==> config.mk <==
export PLATFORM = sky130hd
export DESIGN_NAME = mips_multicycle_sequencer
export DESIGN_NICKNAME = d
export VERILOG_FILES = /design/src/rtl/mips_multicycle_sequencer.sv
export SDC_FILE = /design/constraint.sdc
export NUM_CORES = 1
export LEC_CHECK = 0
export CAP_MARGIN = 20
export CORE_AREA = 2 2 54 106
export CTS_CLUSTER_SIZE = 40
export DETAILED_ROUTE_END_ITERATION = 8
export DIE_AREA = 0 0 56 108
export PLACE_DENSITY = 0.92
export SKIP_LAST_GASP = 1
export SLEW_MARGIN = 40
export SYNTH_ARGS = -nofsm -noshare
export SYNTH_HDL_FRONTEND = slang
export SYNTH_SLANG_ARGS = --single-unit
==> constraint.sdc <==
create_clock -name clock -period 5.99 [get_ports clock]
set_input_delay 1.4975 -clock clock [delete_from_list [all_inputs] [get_ports clock]]
set_output_delay 1.4975 -clock clock [all_outputs]
set_load 0.05 [all_outputs]
==> src/rtl/mips_multicycle_sequencer.sv <==
// Multi-cycle MIPS control sequencer: steps each instruction through fetch/decode/execute/mem/wb,
// handshaking with a variable-latency shared memory and counting retired instructions.
module mips_multicycle_sequencer #(
   parameter int MEM_TIMEOUT = 16,
   parameter int COUNT_WIDTH = 32
) (
   input  logic                   clock,
   input  logic                   reset_n,
   input  logic [5:0]             opcode,
   input  logic [5:0]             funct,
   input  logic                   flag,
   input  logic                   mem_ready,
   input  logic                   halt_req,
   output logic                   mem_req,
   output logic                   mem_we,
   output logic                   mem_addr_sel,
   output logic                   ir_write,
   output logic                   pc_write,
   output logic                   pc_branch,
   output logic                   reg_write,
   output logic                   reg_dst,
   output logic                   mem_to_reg,
   output logic                   alu_src,
   output logic [1:0]             alu_op,
   output logic [2:0]             state,
   output logic [COUNT_WIDTH-1:0] retired,
   output logic                   fault
);

   typedef enum logic [2:0] {
      S_IDLE    = 3'd0,
      S_FETCH   = 3'd1,
      S_DECODE  = 3'd2,
      S_EXECUTE = 3'd3,
      S_MEM     = 3'd4,
      S_WB      = 3'd5,
      S_HALTED  = 3'd6,
      S_FAULT   = 3'd7
   } state_t;

   localparam logic [5:0] OP_RTYPE = 6'b000000;
   localparam logic [5:0] OP_LW    = 6'b100011;
   localparam logic [5:0] OP_SW    = 6'b101011;
   localparam logic [5:0] OP_BEQ   = 6'b000100;
   localparam logic [5:0] OP_BNE   = 6'b000101;
   localparam logic [5:0] OP_ADDI  = 6'b001000;
   localparam logic [5:0] OP_HALT  = 6'b111111;

   // A stall on the cycle where the counter already holds MEM_TIMEOUT-1 is the timeout cycle.
   localparam logic [7:0] TIMEOUT_LAST = 8'(MEM_TIMEOUT - 1);

   state_t                 state_q, state_d;
   logic [5:0]             op_q, op_d;
   logic [7:0]             wait_q, wait_d;
   logic [COUNT_WIDTH-1:0] retired_q, retired_d;
   logic                   retire_s;
   logic                   enter_fetch_s;
   logic                   unused_funct_s;

   assign unused_funct_s = ^funct;

   // Next-state, wait-counter and retirement logic.
   always_comb begin
      state_d       = state_q;
      op_d          = op_q;
      wait_d        = wait_q;
      retire_s      = 1'b0;
      enter_fetch_s = 1'b0;
      case (state_q)
         S_IDLE: enter_fetch_s = 1'b1;
         S_FETCH: begin
            if (mem_ready) begin
               state_d = S_DECODE;
               wait_d  = 8'd0;
            end else if (wait_q == TIMEOUT_LAST) begin
               state_d = S_FAULT;
            end else begin
               wait_d = wait_q + 8'd1;
            end
         end
         S_DECODE: begin
            op_d = opcode;
            case (opcode)
               OP_HALT:                                          state_d = S_HALTED;
               OP_RTYPE, OP_LW, OP_SW, OP_BEQ, OP_BNE, OP_ADDI:  state_d = S_EXECUTE;
               default:                                          state_d = S_FAULT;
            endcase
         end
         S_EXECUTE: begin
            case (op_q)
               OP_RTYPE, OP_ADDI: state_d = S_WB;
               OP_LW, OP_SW: begin
                  state_d = S_MEM;
                  wait_d  = 8'd0;
               end
               OP_BEQ, OP_BNE: begin
                  retire_s      = 1'b1;
                  enter_fetch_s = 1'b1;
               end
               default: state_d = S_FAULT;
            endcase
         end
         S_MEM: begin
            if (mem_ready) begin
               wait_d = 8'd0;
               if (op_q == OP_SW) begin
                  retire_s      = 1'b1;
                  enter_fetch_s = 1'b1;
               end else if (op_q == OP_LW) begin
                  state_d = S_WB;
               end else begin
                  state_d = S_FAULT;
               end
            end else if (wait_q == TIMEOUT_LAST) begin
               state_d = S_FAULT;
            end else begin
               wait_d = wait_q + 8'd1;
            end
         end
         S_WB: begin
            retire_s      = 1'b1;
            enter_fetch_s = 1'b1;
         end
         S_HALTED: state_d = S_HALTED;
         S_FAULT:  state_d = S_FAULT;
         default:  state_d = S_FAULT;
      endcase

      // Instruction boundary: a pending halt request diverts the fetch.
      if (enter_fetch_s) begin
         wait_d  = 8'd0;
         state_d = halt_req ? S_HALTED : S_FETCH;
      end else begin
         wait_d = wait_d;
      end

      if (retire_s && !(&retired_q)) begin
         retired_d = retired_q + COUNT_WIDTH'(1);
      end else begin
         retired_d = retired_q;
      end
   end

   // State registers with synchronous active-low reset.
   always_ff @(posedge clock) begin
      if (!reset_n) begin
         state_q   <= S_IDLE;
         op_q      <= 6'd0;
         wait_q    <= 8'd0;
         retired_q <= '0;
      end else begin
         state_q   <= state_d;
         op_q      <= op_d;
         wait_q    <= wait_d;
         retired_q <= retired_d;
      end
   end

   // Control decode from the registered state and latched opcode.
   always_comb begin
      mem_req      = 1'b0;
      mem_we       = 1'b0;
      mem_addr_sel = 1'b0;
      ir_write     = 1'b0;
      pc_write     = 1'b0;
      pc_branch    = 1'b0;
      reg_write    = 1'b0;
      reg_dst      = 1'b0;
      mem_to_reg   = 1'b0;
      alu_src      = 1'b0;
      alu_op       = 2'b00;
      case (state_q)
         S_FETCH: begin
            mem_req  = 1'b1;
            ir_write = mem_ready;
            pc_write = mem_ready;
         end
         S_EXECUTE: begin
            case (op_q)
               OP_RTYPE: alu_op = 2'b10;
               OP_ADDI, OP_LW, OP_SW: begin
                  alu_op  = 2'b00;
                  alu_src = 1'b1;
               end
               OP_BEQ: begin
                  alu_op    = 2'b01;
                  pc_write  = 1'b1;
                  pc_branch = flag;
               end
               OP_BNE: begin
                  alu_op    = 2'b01;
                  pc_write  = 1'b1;
                  pc_branch = ~flag;
               end
               default: alu_op = 2'b00;
            endcase
         end
         S_MEM: begin
            mem_req      = 1'b1;
            mem_addr_sel = 1'b1;
            mem_we       = (op_q == OP_SW);
            alu_src      = 1'b1;
         end
         S_WB: begin
            reg_write  = 1'b1;
            reg_dst    = (op_q == OP_RTYPE);
            mem_to_reg = (op_q == OP_LW);
         end
         default: mem_req = 1'b0;
      endcase
   end

   assign state   = state_q;
   assign retired = retired_q;
   assign fault   = (state_q == S_FAULT);

endmodule

==> impl_metrics.toml, run 1 <==
[logic_synthesis]
ys.warnings.count = 0
count_of_flip_flops_with_a_built_in_enable_after_synthesis = 0
count_of_different_cell_masters_after_synthesis = 43
synthAdderAreaFrac_pct = 0.9091
synth.net_count = 337
ys_async_sr_fraction_pct = 0
synth_top_family_by_area = "simple AND/OR/NAND/NOR gates"
yosys-top-cells-area = "sky130_fd_sc_hd__dfxtp_1, sky130_fd_sc_hd__xor2_1, sky130_fd_sc_hd__and2_1"
yosysMostFrequentCell = "sky130_fd_sc_hd__dfxtp_1"
yosys-top-cells-count = "sky130_fd_sc_hd__dfxtp_1, sky130_fd_sc_hd__and2_1, sky130_fd_sc_hd__xor2_1"
synth.largest_area_cell = "sky130_fd_sc_hd__dfxtp_1"
synthMuxAreaShare_pct = 4.773
netlist_instances = 318
synth_top_cell_area_share_pct = 35.64
syn-cell-area_mm2 = 0.002753
post_synth_xor_area_fraction_pct = 11.77
synth_simple_gate_area_share_pct = 37.86
synth_seq_area_share_pct = 35.64
synth_seq_cells = 49
ys_dominant_reg_cell = "sky130_fd_sc_hd__dfxtp_1"
mean_instance_size_in_the_synthesized_netlist_um2 = 8.656
synth_compound_gate_area_share_pct = 5.955

[power_and_ir_drop]
power.share.clock_pct = 24.7
power_frac_seq_pct = 39.5
gate_power_share_pct = 35.8
max-vdd-ir-drop_mv = 0.2620
leakagePower_nw = 1.320
power_density_mw_per_mm2 = 287.2
power_mw = 0.9924
power.internal_mw = 0.6121
netSwitchingPower_mw = 0.3803
switching_share_pct = 38.32

[sta]
final_min_period_over_clock_period_pct = 78.72
finish_stage_setup_viols = 0
period_needed_ps = 4716
maximum_clock_skew_at_final_layout_ps = 8.301
number_of_slew_limit_violations_in_the_final_report = 0
tightest_pin_transition_ps = 639.8
max-slew-margin-rel_pct = 57.19
tns_ps = 0
rsz0062_at_grt = "false"
fmax_ghz = 0.2121
hold-worst-slack_ps = 511.6
hold_viol = 0

[placement]
routabilityCongestion = 0.8431
dp.final_hpwl_um = 4934
placed_cell_count = 421
port_buffers = 58

[final_layout]
num_antenna_cells = 0
postLayoutCoreUtil_pct = 66.65
final_layout_size_suffix_gt1_share_pct = 5.121
final-instance-count-excl-fill = 429
nets = 389
layout_fillers = 426
synthToLayoutAreaGrowth_pct = 25.55
final-seq-area_um2 = 980.9
multi_input_area_mm2 = 0.001687

[grt]
top_usage_layer = "met2"
grt_first_pass_wirelength_um = 11010
antenna_violations_before_repair = 0
use_met1_pct = 22.50
grt_pass1_vias = 2421
grt.overflow.total = 0
grt_max_degree = 46
groute.layer.met2.usage_pct = 42.69
grt_util_all_layers_pct = 22.61
globalRouteMet3Util_pct = 2.990

[cts]
cts_tree = "built"
bufs_on_longest_clock_path = 2
post_cts_resized = 0
cts_hold_buffers = 0
cts_setup_buffers = 0
cts_htree_levels = 2
clock_sinks = 49
cts_made_buffers = 5
insertion_delay_ps = 300
clock_tree.root_cell = "sky130_fd_sc_hd__clkbuf_8"
cts.reportedPaths.clkPinSlew_ps = 80

[drt]
drtIter0Drc = 103
drcViolationCount = 0
post_detailed_route_count_of_antenna_violating_nets = 0
route.vias.total = 2542
detailed_route_wire_length_per_cell_um = 15.37
wl_um = 6592
drt_pass1_iterations = 5
drt-vias-per-instance = 5.925

[critical_path]
worst-path-max-fanout = 6
r2r_slack_ps = 3300
critical_path.reg2reg.startpoint = "retired[3]"
kind_of_launch_point_of_the_worst_setup_path = "input pin"
worstSetupPathType = "in2out"
critPathCaptureType = "output port"
timing.critical_path.required_ps = 4490
arrival_time_at_the_worst_endpoint_ps = 3220
worst_r2r_path_cells = 6
worstReg2RegEnd = "retired[29]"

[floorplanning]
die_y_um = 108
floorplan.initialDensity_pct = 53.09
floorplan.die.width_um = 56
ios = 65
rows = 37
dieArea_mm2 = 0.006048
core_region_area_mm2 = 0.005185

[run]
max_cap_violations = 0

[hold_path]
hold_path.startpoint = "retired[28]"
min-delay-path-class = "reg2reg"
hold_end = "retired[28]"
worst_hold_path.num_cells = 2

[run_status]
run_status = "finished, final reports clean"
[metal layers]
layer / routed length (um) / vias to the layer above
li1: - / 1234
met1: 2400 / 1188
met2: 3616 / 92
met3: 268 / 28
met4: 306 / 0
met5: 0 / -
[cell type report]
cell class / instances / share of cell area (%)
Multi-Input combinational cell: 252 / 48.81
Sequential cell: 49 / 28.39
Timing Repair Buffer: 59 / 17.02
Clock buffer: 7 / 2.498
Tap cell: 58 / 2.100
Clock inverter: 1 / 0.8689
Inverter: 3 / 0.3259
[flip-flops by register name, summed over array words and instances, names as in the netlist]
name / flops
state: 3
wait_q: 8
retired: 32
op_q: 6
[logic make-up after synthesis]
logic type               after synthesis
XOR/XNOR                              37
buffers and inverters                 17
AND/OR/NAND/NOR                      175
multiplexers                          13
adder cells (fa/ha/maj)                2
flip-flops                            49
AO/OA/AOI/OAI                         25
[power by group through the flow]
stage                     Sequential, mW  Combinational [mW]  Clock, mW
after floorplan                    0.403               0.251          0
after global placement             0.397               0.346          0
after detailed placement           0.397               0.351          0
after CTS                          0.390               0.353      0.248
after global routing               0.396               0.379      0.261
final                              0.392               0.355      0.246
[per-stage QoR]
stage	worst slack (ps)	instance area, um2
detailed placement	1286	3339
global placement	1315	3339
finish	1274	3456
global route	1208	3456
CTS	1288	3456
floorplan	1790	2753
[placed cells by master (no fill, tap or decap), drive strengths merged, types with 5 or more instances in the layout]
cell type	instances
nor3	14
nand2	17
a21oi	5
nor2b	9
xor2	25
clkbuf	7
nor4	12
and2	30
dfxtp	49
nand3	24
nor2	16
nand4	15
and3	9
xnor2	12
nand2b	11
and4	6
o21ai	5
clkdlybuf4s50	58
mux2i	12
[how the worst max path moves through the flow]
stage,from,endpoint,slack (ps),depth (start not counted)
floorplan,mem_ready,pc_write,1790,2
global placement,mem_ready,pc_write,1310,4
detailed placement,mem_ready,pc_write,1290,4
CTS,mem_ready,pc_write,1290,4
global route,mem_ready,pc_write,1210,4
finish,mem_ready,pc_write,1270,4
[worst max-delay path, stage by stage]
cell and delay [ps]:
sky130_fd_sc_hd__clkdlybuf4s50_1 540, sky130_fd_sc_hd__nand2b_1 170, sky130_fd_sc_hd__o21ai_0 180, sky130_fd_sc_hd__clkdlybuf4s50_1 830
No activity file was read; power rests on OpenSTA's default activity.
==> run 2, diff against run 1 <==
--- a/config.mk
+++ b/config.mk
@@ -6,11 +6,11 @@
 export NUM_CORES = 1
 export LEC_CHECK = 0
 export CAP_MARGIN = 20
-export CORE_AREA = 2 2 54 106
+export CORE_AREA = 2 2 59 116
 export CTS_CLUSTER_SIZE = 40
 export DETAILED_ROUTE_END_ITERATION = 8
-export DIE_AREA = 0 0 56 108
-export PLACE_DENSITY = 0.92
+export DIE_AREA = 0 0 61 118
+export PLACE_DENSITY = 0.83
 export SKIP_LAST_GASP = 1
 export SLEW_MARGIN = 40
 export SYNTH_ARGS = -nofsm -noshare
==> constraint.sdc (replaced) <==
create_clock -name clock -period 4.3 [get_ports clock]
set_input_delay 1.075 -clock clock [delete_from_list [all_inputs] [get_ports clock]]
set_output_delay 1.075 -clock clock [all_outputs]
set_load 0.05 [all_outputs]
==> run 2 against run 1 <==
  * Clock power rose by 87%
  * Wire length increased by 3.1%
  * Setup slack got worse by 800 ps
  * Combinational power up 44%
  * Clock-buffer cell count unchanged
==> impl_metrics.toml, run 2 (synthesized netlist as in run 1, its figures left out) <==
[placement]
dp.final_hpwl_um = 5061
post-place-ws_ps = 498.8
port_buffers = 58
routabilityCongestion = 0.9064

[cts]
bufs_on_longest_clock_path = 2
cts.reportedPaths.clkPinSlew_ps = 60
cts_hold_buffers = 0
cts_htree_levels = 2
clock_sinks = 49
cts_tree = "built"
post_cts_resized = 0
insertion_delay_ps = 290
cts_setup_buffers = 0
clock_tree.root_cell = "sky130_fd_sc_hd__clkbuf_16"
cts_made_buffers = 5

[grt]
antenna_violations_before_repair = 0
grt.overflow.total = 0
grt_first_pass_wirelength_um = 11170
grt_util_all_layers_pct = 20.09
grt_max_degree = 36
grt_pass1_vias = 2474

[critical_path]
timing.critical_path.required_ps = 3220
kind_of_launch_point_of_the_worst_setup_path = "input pin"
critPathCaptureType = "output port"
path_cells = "clkdlybuf4s50_1 > nand2b_1 > o21ai_0 > clkdlybuf4s50_1"
worst-path-max-fanout = 6
worstSetupPathType = "in2out"
cpMaxStageDelayCell = "sky130_fd_sc_hd__clkdlybuf4s50_1"
worst_path_dominant_cell_family = "buffers and inverters"
critPathMostFrequentCell = "sky130_fd_sc_hd__clkdlybuf4s50_1"
arrival_time_at_the_worst_endpoint_ps = 2750
path_buf_inv = 2
worst_path_largest_cell_delay_ps = 830

[final_layout]
layout.cells.most_common = "sky130_fd_sc_hd__clkdlybuf4s50_1"
nets = 390
final_layout_size_suffix_gt1_share_pct = 5.376
synthToLayoutAreaGrowth_pct = 29.14
mostFrequentLayoutCells = "sky130_fd_sc_hd__clkdlybuf4s50_1, sky130_fd_sc_hd__dfxtp_1, sky130_fd_sc_hd__and2_1"
largest_register_ff_count = 32
num_antenna_cells = 0

[power_and_ir_drop]
leakagePower_nw = 1.351
max-vdd-ir-drop_mv = 0.3912
power.share.clock_pct = 30.5
power_frac_seq_pct = 35.5
gate_power_share_pct = 33.9
power.internal_mw = 0.9581
netSwitchingPower_mw = 0.5462
power_density_mw_per_mm2 = 423.2
switching_share_pct = 36.31

[sta]
tightest_pin_transition_ps = 605.0
hold_viol = 0
final_min_period_over_clock_period_pct = 88.93
worst_slack_ps = 475.9
period_needed_ps = 3824
max-slew-margin-rel_pct = 59.30
fmax_ghz = 0.2615
number_of_slew_limit_violations_in_the_final_report = 0
hold-worst-slack_ps = 515.9
rsz0062_at_grt = "false"
tns_ps = 0
maximum_clock_skew_at_final_layout_ps = 5.707
finish_stage_setup_viols = 0

[floorplanning]
core_region_area_mm2 = 0.006310
dieArea_mm2 = 0.007198
ios = 65
die_y_um = 118
floorplan.die.width_um = 61
floorplan.initialDensity_pct = 43.62
rows = 41

[drt]
drtIter0Drc = 155
route.vias.total = 2580
drt-vias-per-instance = 5.633
detailed_route_wire_length_per_cell_um = 14.84
wl_um = 6798
post_detailed_route_count_of_antenna_violating_nets = 0
drcViolationCount = 0
drt_pass1_iterations = 4

[run_status]
run_status = "finished, final reports clean"

[run]
max_cap_violations = 0

[hold_path]
min-delay-path-class = "reg2reg"
## run 2: worst min-delay path: stages (launching register included)
cell                      delay [ps]
sky130_fd_sc_hd__dfxtp_1         340
sky130_fd_sc_hd__nand2_1          70
sky130_fd_sc_hd__mux2i_1          60
## run 2: worst paths after layout
path / from / to / slack (ps) / cells past startpoint
max reg2reg: retired[3] / retired[17] / 1630 / 6
max: mem_ready / pc_write / 480 / 4
min: retired[30] / retired[30] / 520 / 2
min reg2reg: retired[30] / retired[30] / 520 / 2
## run 2: layout make-up
type	count	area, um2
sequential	49	980.9
tap	86	107.6
multi-input combinational	252	1687
clock buffer	7	142.6
fill	574	2755
inverter	3	11.26
clock inverter	1	30.03
timing repair buffer	60	595.6
## run 2: layer usage
layer	part of all wire, %	track usage, %	vias to the layer above
li1	-	-	1241
met1	36	19.73	1212
met2	54	35.28	103
met3	4.8	4.396	24
met4	4.8	12.77	0
met5	0	0	-
## run 2: power groups by stage
stage,registers [mW],clock network [mW],logic (mW)
final,0.535,0.459,0.510
after global routing,0.540,0.489,0.548
after CTS,0.533,0.471,0.511
after detailed placement,0.542,0,0.508
after global placement,0.541,0,0.503
after floorplan,0.561,0,0.349
## run 2: through the flow
stage | power [mW] | std cells | instance area (um2) | util [%]
2_1_floorplan | 0.9104 | 318 | 2753 | -
3_3_place_gp | 1.044 | 450 | 3382 | 53.60
3_5_place_dp | 1.050 | 450 | 3382 | 53.60
4_1_cts | 1.515 | 458 | 3555 | 56.34
5_1_grt | 1.577 | 458 | 3555 | 56.34
6_report | 1.504 | 458 | 3555 | 56.34
==> run 3, diff against run 2 <==
--- a/config.mk
+++ b/config.mk
@@ -6,11 +6,11 @@
 export NUM_CORES = 1
 export LEC_CHECK = 0
 export CAP_MARGIN = 20
-export CORE_AREA = 2 2 59 116
+export CORE_AREA = 2 2 62 123
 export CTS_CLUSTER_SIZE = 40
 export DETAILED_ROUTE_END_ITERATION = 8
-export DIE_AREA = 0 0 61 118
-export PLACE_DENSITY = 0.83
+export DIE_AREA = 0 0 64 125
+export PLACE_DENSITY = 0.74
 export SKIP_LAST_GASP = 1
 export SLEW_MARGIN = 40
 export SYNTH_ARGS = -nofsm -noshare
==> constraint.sdc (replaced) <==
create_clock -name clock -period 4.8 [get_ports clock]
set_input_delay 1.2 -clock clock [delete_from_list [all_inputs] [get_ports clock]]
set_output_delay 1.2 -clock clock [all_outputs]
set_load 0.05 [all_outputs]
==> run 3 against run 2 <==
  * Largest cell class unchanged
  * Sequential cell count is the same
  * Non-clock buffer count shrank 1
  * Largest power group unchanged
  * Cell count grew 1.1%
  * Design area shrank 0.63%
  * Clock skew grew 2.5 ps
==> impl_metrics.toml, run 3 (synthesized netlist as in run 1, its figures left out) <==
[power_and_ir_drop]
leakagePower_nw = 1.332
max-vdd-ir-drop_mv = 0.1860
power_density_mw_per_mm2 = 363.2

[drt]
wl_um = 6158
route.vias.total = 2424
drt_pass1_iterations = 4
drtIter0Drc = 143
post_detailed_route_count_of_antenna_violating_nets = 0
drt-vias-per-instance = 5.235
detailed_route_wire_length_per_cell_um = 13.30
drcViolationCount = 0

[final_layout]
layout.cells.most_common = "sky130_fd_sc_hd__clkdlybuf4s50_1"
mostFrequentLayoutCells = "sky130_fd_sc_hd__clkdlybuf4s50_1, sky130_fd_sc_hd__dfxtp_1, sky130_fd_sc_hd__and2_1"
num_antenna_cells = 0
largest_register_ff_count = 32
layout_fillers = 672
synthToLayoutAreaGrowth_pct = 28.32
final_layout_size_suffix_gt1_share_pct = 5.391
nets = 389

[sta]
finish_stage_setup_viols = 0
worst_slack_ps = 732.7
rsz0062_at_grt = "false"
hold_viol = 0
final_min_period_over_clock_period_pct = 84.74
hold-worst-slack_ps = 502.9
tightest_pin_transition_ps = 721.2
max-slew-margin-rel_pct = 51.77
number_of_slew_limit_violations_in_the_final_report = 0
period_needed_ps = 4067
tns_ps = 0
fmax_ghz = 0.2459
maximum_clock_skew_at_final_layout_ps = 8.169

[critical_path]
arrival_time_at_the_worst_endpoint_ps = 2870
worstSetupPathType = "in2out"
r2r_slack_ps = 2120
critPathMostFrequentCell = "sky130_fd_sc_hd__clkdlybuf4s50_1"
timing.critical_path.required_ps = 3600
cpMaxStageDelayCell = "sky130_fd_sc_hd__clkdlybuf4s50_1"
critPathCaptureType = "output port"
kind_of_launch_point_of_the_worst_setup_path = "input pin"
worst-path-max-fanout = 6
worst_path_largest_cell_delay_ps = 820
path_cells = "clkdlybuf4s50_1 > nand2b_1 > o21ai_0 > clkdlybuf4s50_1"

[grt]
grt_util_all_layers_pct = 15.84
grt_first_pass_wirelength_um = 10230
groute.layer.met2.usage_pct = 24.51
top_usage_layer = "met2"
grt.overflow.total = 0
grt_pass1_vias = 2172
use_met1_pct = 21.69
antenna_violations_before_repair = 0
globalRouteMet3Util_pct = 3.327
grt_max_degree = 25

[cts]
cts_setup_buffers = 0
post_cts_resized = 0
clock_tree.root_cell = "sky130_fd_sc_hd__clkbuf_16"
cts_tree = "built"
cts.reportedPaths.clkPinSlew_ps = 60
cts_made_buffers = 5
clock_sinks = 49
bufs_on_longest_clock_path = 2
cts_hold_buffers = 0
cts_htree_levels = 2
insertion_delay_ps = 300

[floorplanning]
dieArea_mm2 = 0.008000
ios = 65
rows = 44
die_y_um = 125
floorplan.initialDensity_pct = 38.76
core_region_area_mm2 = 0.007102
floorplan.die.width_um = 64

[placement]
dp.final_hpwl_um = 4377
post-place-ws_ps = 743.6
routabilityCongestion = 0.8450
port_buffers = 58

[run_status]
run_status = "finished, final reports clean"

[run]
max_cap_violations = 0

[hold_path]
min-delay-path-class = "reg2reg"
## run 3: layout make-up
class	count	area (um2)	area share [%]
multi-input cells	252	1687	47.75
repair buffers	59	588.1	16.65
clock inverters	3	25.02	0.7085
flip-flops and latches	49	980.9	27.77
inverters	3	11.26	0.3188
clock buffers	5	125.1	3.542
well taps	92	115.1	3.259
## run 3: final timing paths
path          startpoint     endpoint  cells past startpoint
min          retired[28]  retired[28]                      2
max reg2reg   retired[3]   retired[7]                      6
min reg2reg  retired[28]  retired[28]                      2
max            mem_ready     pc_write                      4
## run 3: worst max-delay path: cells and delay by family
family,cells,cell delay [ps]
and+or+nand+nor,1,150
AOI/OAI and AO/OA,1,170
buffers and inverters,2,1350
## run 3: layer usage
| layer | vias up | wire length [um] |
|---|---|---|
| li1 | 1232 | - |
| met3 | 6 | 347 |
| met1 | 1117 | 2929 |
| met4 | 0 | 89 |
| met5 | - | 0 |
| met2 | 69 | 2792 |
## run 3: power by group
| group | internal (mW) | switching [mW] | total [mW] | leakage, nW |
|---|---|---|---|---|
| registers | 0.432 | 0.0555 | 0.487 | 0.396 |
| clock network | 0.196 | 0.164 | 0.360 | 0.0704 |
| logic | 0.163 | 0.273 | 0.436 | 0.866 |
| total | 0.790 | 0.493 | 1.28 | 1.33 |
## run 3: stage by stage
stage | total power, mW | util, % | area (um2) | cells
CTS | 1.294 | 49.74 | 3532 | 463
global placement | 0.9296 | 47.62 | 3382 | 455
finish | 1.283 | 49.74 | 3532 | 463
global route | 1.354 | 49.74 | 3532 | 463
detailed placement | 0.9320 | 47.62 | 3382 | 455
floorplan | 0.8155 | - | 2753 | 318
